==> config.mk <==
export PLATFORM = sky130hd
export DESIGN_NAME = serial_sub_ctrl
export DESIGN_NICKNAME = d
export VERILOG_FILES = /design/src/rtl/serial_sub_ctrl.sv
export SDC_FILE = /design/constraint.sdc
export NUM_CORES = 1
export LEC_CHECK = 0
export CAP_MARGIN = 20
export CORE_MARGIN = 2
export CORE_UTILIZATION = 55
export DETAILED_ROUTE_END_ITERATION = 10
export PLACE_DENSITY = 0.83
export SETUP_SLACK_MARGIN = 0.1
export SLEW_MARGIN = 20
export SYNTH_ARGS = -nofsm -noshare
export SYNTH_HDL_FRONTEND = slang
export SYNTH_SLANG_ARGS = --single-unit
==> constraint.sdc <==
create_clock -name clk -period 4.05 [get_ports clk]
set_input_delay 0.405 -clock clk [delete_from_list [all_inputs] [get_ports clk]]
set_output_delay 0.405 -clock clk [all_outputs]
set_load 0.01 [all_outputs]
==> src/rtl/serial_sub_ctrl.sv <==
// Bit-serial A - B: one full-subtract step per clock, LSB first, with a
// start/busy/done handshake. Results stay visible until the next completion.
module serial_sub_ctrl #(
  parameter int WIDTH = 8
) (
  input  logic             clk,
  input  logic             rst,
  input  logic             start,
  input  logic [WIDTH-1:0] A,
  input  logic [WIDTH-1:0] B,
  output logic             busy,
  output logic             done,
  output logic [WIDTH-1:0] diff,
  output logic             borrow_out
);

  localparam int CW = (WIDTH > 1) ? $clog2(WIDTH) : 1;
  localparam logic [CW-1:0] LAST = CW'(WIDTH - 1);

  typedef enum logic [1:0] {S_IDLE, S_RUN, S_DONE} state_e;

  state_e           state_q, state_d;
  logic [WIDTH-1:0] a_q, a_d, b_q, b_d, r_q, r_d, diff_q, diff_d;
  logic [CW-1:0]    cnt_q, cnt_d;
  logic             brw_q, brw_d, bo_q, bo_d;
  logic             d_bit, bout;

  assign d_bit = a_q[0] ^ b_q[0] ^ brw_q;
  assign bout  = (~a_q[0] & b_q[0]) | (~(a_q[0] ^ b_q[0]) & brw_q);

  always_ff @(posedge clk or posedge rst) begin
    if (rst) begin
      state_q <= S_IDLE;
      a_q     <= '0;
      b_q     <= '0;
      r_q     <= '0;
      diff_q  <= '0;
      cnt_q   <= '0;
      brw_q   <= 1'b0;
      bo_q    <= 1'b0;
    end else begin
      state_q <= state_d;
      a_q     <= a_d;
      b_q     <= b_d;
      r_q     <= r_d;
      diff_q  <= diff_d;
      cnt_q   <= cnt_d;
      brw_q   <= brw_d;
      bo_q    <= bo_d;
    end
  end

  always_comb begin
    state_d = state_q;
    a_d     = a_q;
    b_d     = b_q;
    r_d     = r_q;
    diff_d  = diff_q;
    cnt_d   = cnt_q;
    brw_d   = brw_q;
    bo_d    = bo_q;
    case (state_q)
      S_IDLE: begin
        if (start) begin
          a_d     = A;
          b_d     = B;
          r_d     = '0;
          brw_d   = 1'b0;
          cnt_d   = '0;
          state_d = S_RUN;
        end
      end
      S_RUN: begin
        a_d   = a_q >> 1;
        b_d   = b_q >> 1;
        r_d   = {d_bit, r_q[WIDTH-1:1]};
        brw_d = bout;
        cnt_d = cnt_q + CW'(1);
        // Final bit: publish the fully shifted result on this same edge.
        if (cnt_q == LAST) begin
          diff_d  = {d_bit, r_q[WIDTH-1:1]};
          bo_d    = bout;
          cnt_d   = '0;
          state_d = S_DONE;
        end
      end
      S_DONE:  state_d = S_IDLE;
      default: state_d = S_IDLE;
    endcase
  end

  assign busy       = (state_q == S_RUN);
  assign done       = (state_q == S_DONE);
  assign diff       = diff_q;
  assign borrow_out = bo_q;

endmodule

==> summary.txt, run 1 <==
Setup path
  – Critical Path Source Type: flop
  – Worst r2r dst: diff[3]
  – Reg2reg start: state_q[1]
  – Crit Path Max Fanout: 31
  – Worst Path Arrival: about 2.3 ns
  – Worst setup EP type: output port
  – Worst Reg2Reg Path Length in Cells: 2
  – Worst reg2reg setup slack: 2.12 ns
  – CP Class: flop to output port
  – Req. time, crit path: 3.64 ns

Drt
  – Drt wl/cell: between 15 and 20 um
  – Routed via count: approximately 1200
  – Final wirelength: 3.04 mm
  – DR iter-0 viols: 22
  – Vias/cell: about 6.0
  – Post-DRT Antenna Nets: 0
  – DR DRC count: 0
  – DR pass1 iterations: 4

Synth
  – Post-synth top area share: 0.554
  – Simple-gate share of the synthesized area: 0.122
  – Synth area leaders: dfrtp_1 55%, nor4b_1 7.1%, a22o_1 6.6%, mux2_1 5.9%, a221oi_1 5.1%
  – Synth cell types: 20
  – Synth Area in Adders: 0.0262
  – Post-synth EDFFs: 0
  – Main combinational cell family by area after synthesis: compound AO/OA/AOI/OAI gates
  – #FFs+latches synth: 38
  – XOR/XNOR Fraction of Synth Area: 0
  – Synthesized Nets: 162
  – Compound-Gate Fraction of Synth Area: 0.166
  – Most used DFF post-synth: dfrtp_1
  – Register area share after synthesis: 0.554
  – Yosys warnings: 0
  – Post-Syn Area: 1720 um2
  – Post-synthesis mux area share: 0.0590
  – Syn Area/Cell: 12.3 um2
  – Syn Inst Count: 140
  – Ys async rst share: 1.00
  – Leading area contributor after synthesis: dfrtp_1

Floorplan
  – I/O pin count: 30
  – Core ar.: roughly 3000 um2
  – DIE AREA: approximately 3600 um2
  – Die width: 59.9 um
  – Site Rows: 20
  – Starting density of the core: 0.572
  – Die H: 59.9 um

Flow run
  – Max_cap viols: 0

Placement
  – Placed Area: 2010 um2
  – Routability cong.: 0.698
  – Port Buf Inserts: 29
  – Post-DP HPWL: 2.05 mm

STA
  – Final Max Slew Viols: 0
  – Unrepaired setup endpoints after global routing: no
  – Final Critical Period: 2.74 ns
  – Endpoints failing setup: 0
  – Max Freq: 365 MHz
  – Actual slew at the worst max-slew pin: 0.860 ns
  – Setup TNS: 0 ns
  – Post-route clock skew: 0.00856 ns
  – Fin crit share: 0.676
  – Hold Vio Cnt, Final: 0
  – Worst slew margin: 0.427

Clock network
  – Clock slew at reported path FFs: 0.12 ns
  – Clock latency at the later pin of the worst-skew pair: 0.34 ns
  – Post-CTS Setup Bufs: 0
  – CTS tree: done
  – Root buf cell: clkbuf_4
  – Resized Gates After CTS: 0
  – Clock Sinks: 38
  – CTS buffer count: 5
  – Clk buf depth: 2
  – H-tree levels: 2
  – Hold buffers post-CTS: 0

GRT
  – Initial antenna violation count: 0
  – GRT Overall Usage: 0.196
  – Largest net degree at the start of global routing: 39
  – Number of global-route vias before repair: 1174
  – Overflow after GRT: 0
  – First-pass GRT wire length: 5.07 mm

Power
  – Overall Power: 1470 uW
  – Leak Pwr: between 0.0009 and 0.001 uW
  – Power Dens Cells: 710 nW/um2
  – Peak supply drop: 0.000319 V

Final layout
  – Fraction of layout cells with a size suffix above 1: 0.0893
  – Design Area, Final: ~2100 um2
  – Most frequent cells in the layout: 38 x dfrtp_1, 29 x clkdlybuf4s50_1, 18 x inv_1
  – Most common cell after layout, fill and taps aside: dfrtp_1
  – Nets: 189
  – Diodes inserted: 0
  – Area Growth Syn to Fin: 20.5%
  – FILL cells: 238

Hold path
  – Worst min path class: input pin to asynchronous set/reset pin

Outcome
  – Status: finished, final reports clean
[flip-flops by register name, indices dropped and copies added (netlist names)]
signal,count
r_q,7
diff,8
a_q,8
cnt_q,3
state_q,2
borrow_out,1
b_q,8
brw_q,1
[per-stage QoR]
step,util,setup WS (ns),instances,hold slack [ns]
global placement,0.668,1.75,193,0.471
finish,0.689,1.31,201,0.450
detailed placement,0.668,1.70,193,0.481
floorplan,-,2.57,140,0.459
CTS,0.689,1.32,201,0.473
global route,0.689,1.15,201,0.490
[kinds of logic after synthesis]
logic type | count (synthesis)
fa+ha+maj | 3
simple gates | 32
compound gates | 29
mux | 9
buf+inv | 29
flops | 38
[critical path, stage by stage, from the launching register on]
cell	delay (ns)
dfrtp_1	0.72
and2b_1	0.63
clkdlybuf4s50_1	0.64
[worst max path at each step]
stage	depth (start not counted)	from	endpoint	slack (ns)
2_1_floorplan	5	cnt_q[0]	borrow_out	2.57
3_3_place_gp	2	state_q[1]	busy	1.75
3_5_place_dp	2	state_q[1]	busy	1.70
4_1_cts	2	state_q[1]	busy	1.32
5_1_grt	2	state_q[1]	busy	1.15
6_report	2	state_q[1]	busy	1.31
[cells in the mapped netlist, types with 2 or more instances]
cell      number
a221oi_1      10
a221oi_2       4
a22o_1        13
buf_2          8
buf_4          2
dfrtp_1       38
ha_1           2
inv_1         18
mux2_1         9
nand2b_1       2
nor2_1        12
nor4b_1       14
[layout make-up]
type	instances	area (um2)	share of cell area
clock buffers	6	51.3	0.0248
clock inverters	2	12.5	0.00605
inverters	18	67.6	0.0326
multi-input cells	73	641	0.310
flip-flops and latches	38	951	0.459
well taps	33	41.3	0.0200
repair buffers	31	305	0.148
[power breakdown]
group | leakage, uW | internal [uW] | switching, uW
clock | 0.0000343 | 83.5 | 124
combinational | 0.000431 | 317 | 289
sequential | 0.000465 | 554 | 101
total | 0.000930 | 955 | 515
[layer usage]
metal / wire (um) / vias to the layer above / global-route usage
met5: 0 / - / 0
met4: 57 / 0 / 0.0794
met3: 161 / 8 / 0.0693
met2: 1530 / 35 / 0.328
met1: 1300 / 591 / 0.229
li1: - / 565 / -
Power figures use the tool's default switching activity.
==> run 2, diff against run 1 <==
CORE_UTILIZATION = 52   (was 55)
PLACE_DENSITY = 0.79   (was 0.83)
clock period = 2.8 ns   (was 4.05 ns; I/O delays follow)
==> run 2 against run 1 <==
Against the previous run: core utilization about the same; sequential share of layout area fell by 1.5 points; first-iteration DRC count up 27%; critical endpoint unchanged; largest cell class unchanged.
==> summary.txt, run 2 (synthesis results as in run 1) <==
Outcome
  – Status: finished, final reports clean (unchanged)

Power
  – Sw Pwr: 742 uW (was 515 uW)
  – Power Dens Cells: 1080 nW/um2 (was 710 nW/um2)
  – Logic pwr share: 0.384 (was 0.413)
  – Clock Power Share: 0.211 (was 0.141)
  – Overall Power: 2310 uW (was 1470 uW)
  – Sequential power share: 0.405 (was 0.446)
  – P_int: 1560 uW (was 955 uW)
  – Leak Pwr: 0.000959 uW (was 0.000930 uW)
  – Peak supply drop: 0.000589 V (was 0.000319 V)
  – Switching part of the total: 0.322 (was 0.350)

Hold path
  – Worst min path class: input pin to asynchronous set/reset pin (unchanged)

Clock network
  – H-tree levels: 2 (unchanged)
  – Hold buffers post-CTS: 0 (unchanged)
  – Clock latency at the later pin of the worst-skew pair: 0.36 ns (was 0.34 ns)
  – Clock slew at reported path FFs: 0.12 ns (about the same)
  – CTS buffer count: 5 (unchanged)
  – CTS tree: done (unchanged)
  – Resized Gates After CTS: 0 (unchanged)
  – Post-CTS Setup Bufs: 0 (unchanged)
  – Clock Sinks: 38 (unchanged)
  – Clk buf depth: 2 (unchanged)
  – Root buf cell: clkbuf_4 (unchanged)

GRT
  – GRT Overall Usage: 0.193 (was 0.196)
  – Grt met1 use: 0.207 (was 0.229)
  – Number of global-route vias before repair: 1183 (was 1174)
  – Largest net degree at the start of global routing: 39 (unchanged)
  – Grt peak-use layer: met2 (unchanged)
  – Initial antenna violation count: 0 (unchanged)
  – Global Route met3 Usage: 0.0756 (was 0.0693)
  – Met2 Use GR: 0.333 (was 0.328)
  – First-pass GRT wire length: 5.05 mm (was 5.07 mm)
  – Overflow after GRT: 0 (unchanged)

Setup path
  – Worst Reg2Reg Path Length in Cells: 4 (was 2)
  – Worst setup EP type: output port (unchanged)
  – Crit path max-delay family: buffers and inverters (was flip-flops)
  – Worst r2r dst: diff[7] (was diff[3])
  – Critical path buffers and inverters: 1 (unchanged)
  – Max stage delay on crit path: 0.63 ns (was 0.72 ns)
  – Reg2reg start: cnt_q[0] (was state_q[1])
  – Worst reg2reg setup slack: 1.14 ns (was 2.12 ns)
  – Critical Path Source Type: flop (unchanged)
  – CP Class: flop to output port (unchanged)
  – Req. time, crit path: 2.52 ns (was 3.64 ns)
  – Crit Path Max Fanout: 15 (was 31)
  – Critical-path cell with the highest stage delay: clkdlybuf4s50_1 (was dfrtp_1)
  – Worst Path Arrival: 1.89 ns (was 2.33 ns)
  – WP depth: 2 (unchanged)
  – Worst-path cell chain: and2b_1 -> clkdlybuf4s50_1 (unchanged)

STA
  – Worst slew margin: 0.553 (was 0.427)
  – Fin crit share: 0.776
  – Final Max Slew Viols: 0 (unchanged)
  – Setup TNS: 0 ns (unchanged)
  – Actual slew at the worst max-slew pin: 0.668 ns (was 0.860 ns)
  – Endpoints failing setup: 0 (unchanged)
  – Final Critical Period: 2.17 ns
  – Hold Vio Cnt, Final: 0 (unchanged)
  – Unrepaired setup endpoints after global routing: no (unchanged)
  – Max Freq: 460 MHz
  – Post-route clock skew: 0.0123 ns (was 0.00856 ns)

Floorplan
  – Die width: 61.5 um (was 59.9 um)
  – Core ar.: 3100 um2 (was 3000 um2)
  – Die H: 61.5 um (was 59.9 um)
  – DIE AREA: 3780 um2 (was 3590 um2)
  – I/O pin count: 30 (unchanged)
  – Site Rows: 20 (unchanged)
  – Starting density of the core: 0.554 (was 0.572)

Final layout
  – Fraction of layout cells with a size suffix above 1: 0.0947 (was 0.0893)
  – FILL cells: 251 (was 238)
  – Area Growth Syn to Fin: 24.5% (was 20.5%)
  – Diodes inserted: 0 (unchanged)
  – Most frequent cells in the layout: 38 x dfrtp_1, 29 x clkdlybuf4s50_1, 18 x inv_1 (unchanged)
  – Most common cell after layout, fill and taps aside: dfrtp_1 (unchanged)
  – Nets: 190 (was 189)

Drt
  – Vias/cell: 5.65 (was 5.97)
  – Post-DRT Antenna Nets: 0 (unchanged)
  – DR DRC count: 0 (unchanged)
  – Routed via count: 1203 (was 1199)
  – Drt wl/cell: 13.9 um (was 15.1 um)
  – DR pass1 iterations: 5 (was 4)
  – DR iter-0 viols: 28 (was 22)
  – Final wirelength: 2.96 mm (was 3.04 mm)

Placement
  – Routability cong.: 0.705 (was 0.698)
  – Port Buf Inserts: 29 (unchanged)
  – Post-DP HPWL: 1.99 mm (was 2.05 mm)

Flow run
  – Max_cap viols: 0 (unchanged)
run 2: changes by cell type in the layout (fill, tap and decap cells not counted):
cell,change
buf_4,+1
bufinv_16,+2
clkinv_2,-1
clkinvlp_4,-1
run 2: how the worst max path moves through the flow:
stage / endpoint / start / slack [ns]
after floorplan: borrow_out / cnt_q[0] / 1.32
after global placement: a_q[6] / start / 0.85
after detailed placement: a_q[1] / start / 0.79
after CTS: busy / state_q[1] / 0.60
after global routing: busy / state_q[1] / 0.54
final: busy / state_q[1] / 0.63
run 2: area by class of cell:
type,instances,area [um2],share of cell area
clock inverters,2,60.1,0.0281
clock buffers,6,51.3,0.0240
inverters,18,67.6,0.0316
flip-flops and latches,38,951,0.445
multi-input cells,73,641,0.300
well taps,44,55.1,0.0257
repair buffers,32,313,0.146
run 2: routing by layer:
layer,routed length [um],up-vias
li1,-,570
met1,1230,598
met2,1510,30
met3,161,5
met4,60,0
met5,0,-
run 2: per-stage QoR:
step | utilization | worst slack, ns | hold WS, ns | instance area, um2 | cells
after floorplan | - | 1.32 | 0.413 | 1720 | 140
after global placement | 0.653 | 0.845 | 0.472 | 2030 | 205
after detailed placement | 0.653 | 0.786 | 0.484 | 2030 | 205
after CTS | 0.689 | 0.601 | 0.332 | 2140 | 213
after global routing | 0.689 | 0.536 | 0.350 | 2140 | 213
final | 0.689 | 0.626 | 0.322 | 2140 | 213
run 2: worst reg2reg max path: stages (launching register included):
cell and delay [ns]:
dfrtp_1 0.41, ha_1 0.20, ha_1 0.20, nand3b_1 0.38
mux2_1 0.37
run 2: power groups by stage:
| stage | clock [uW] | sequential (uW) | combinational, uW |
|---|---|---|---|
| floorplan | 0 | 951 | 602 |
| global placement | 0 | 933 | 851 |
| detailed placement | 0 | 948 | 900 |
| CTS | 494 | 936 | 902 |
| global route | 514 | 965 | 1000 |
| finish | 486 | 935 | 886 |
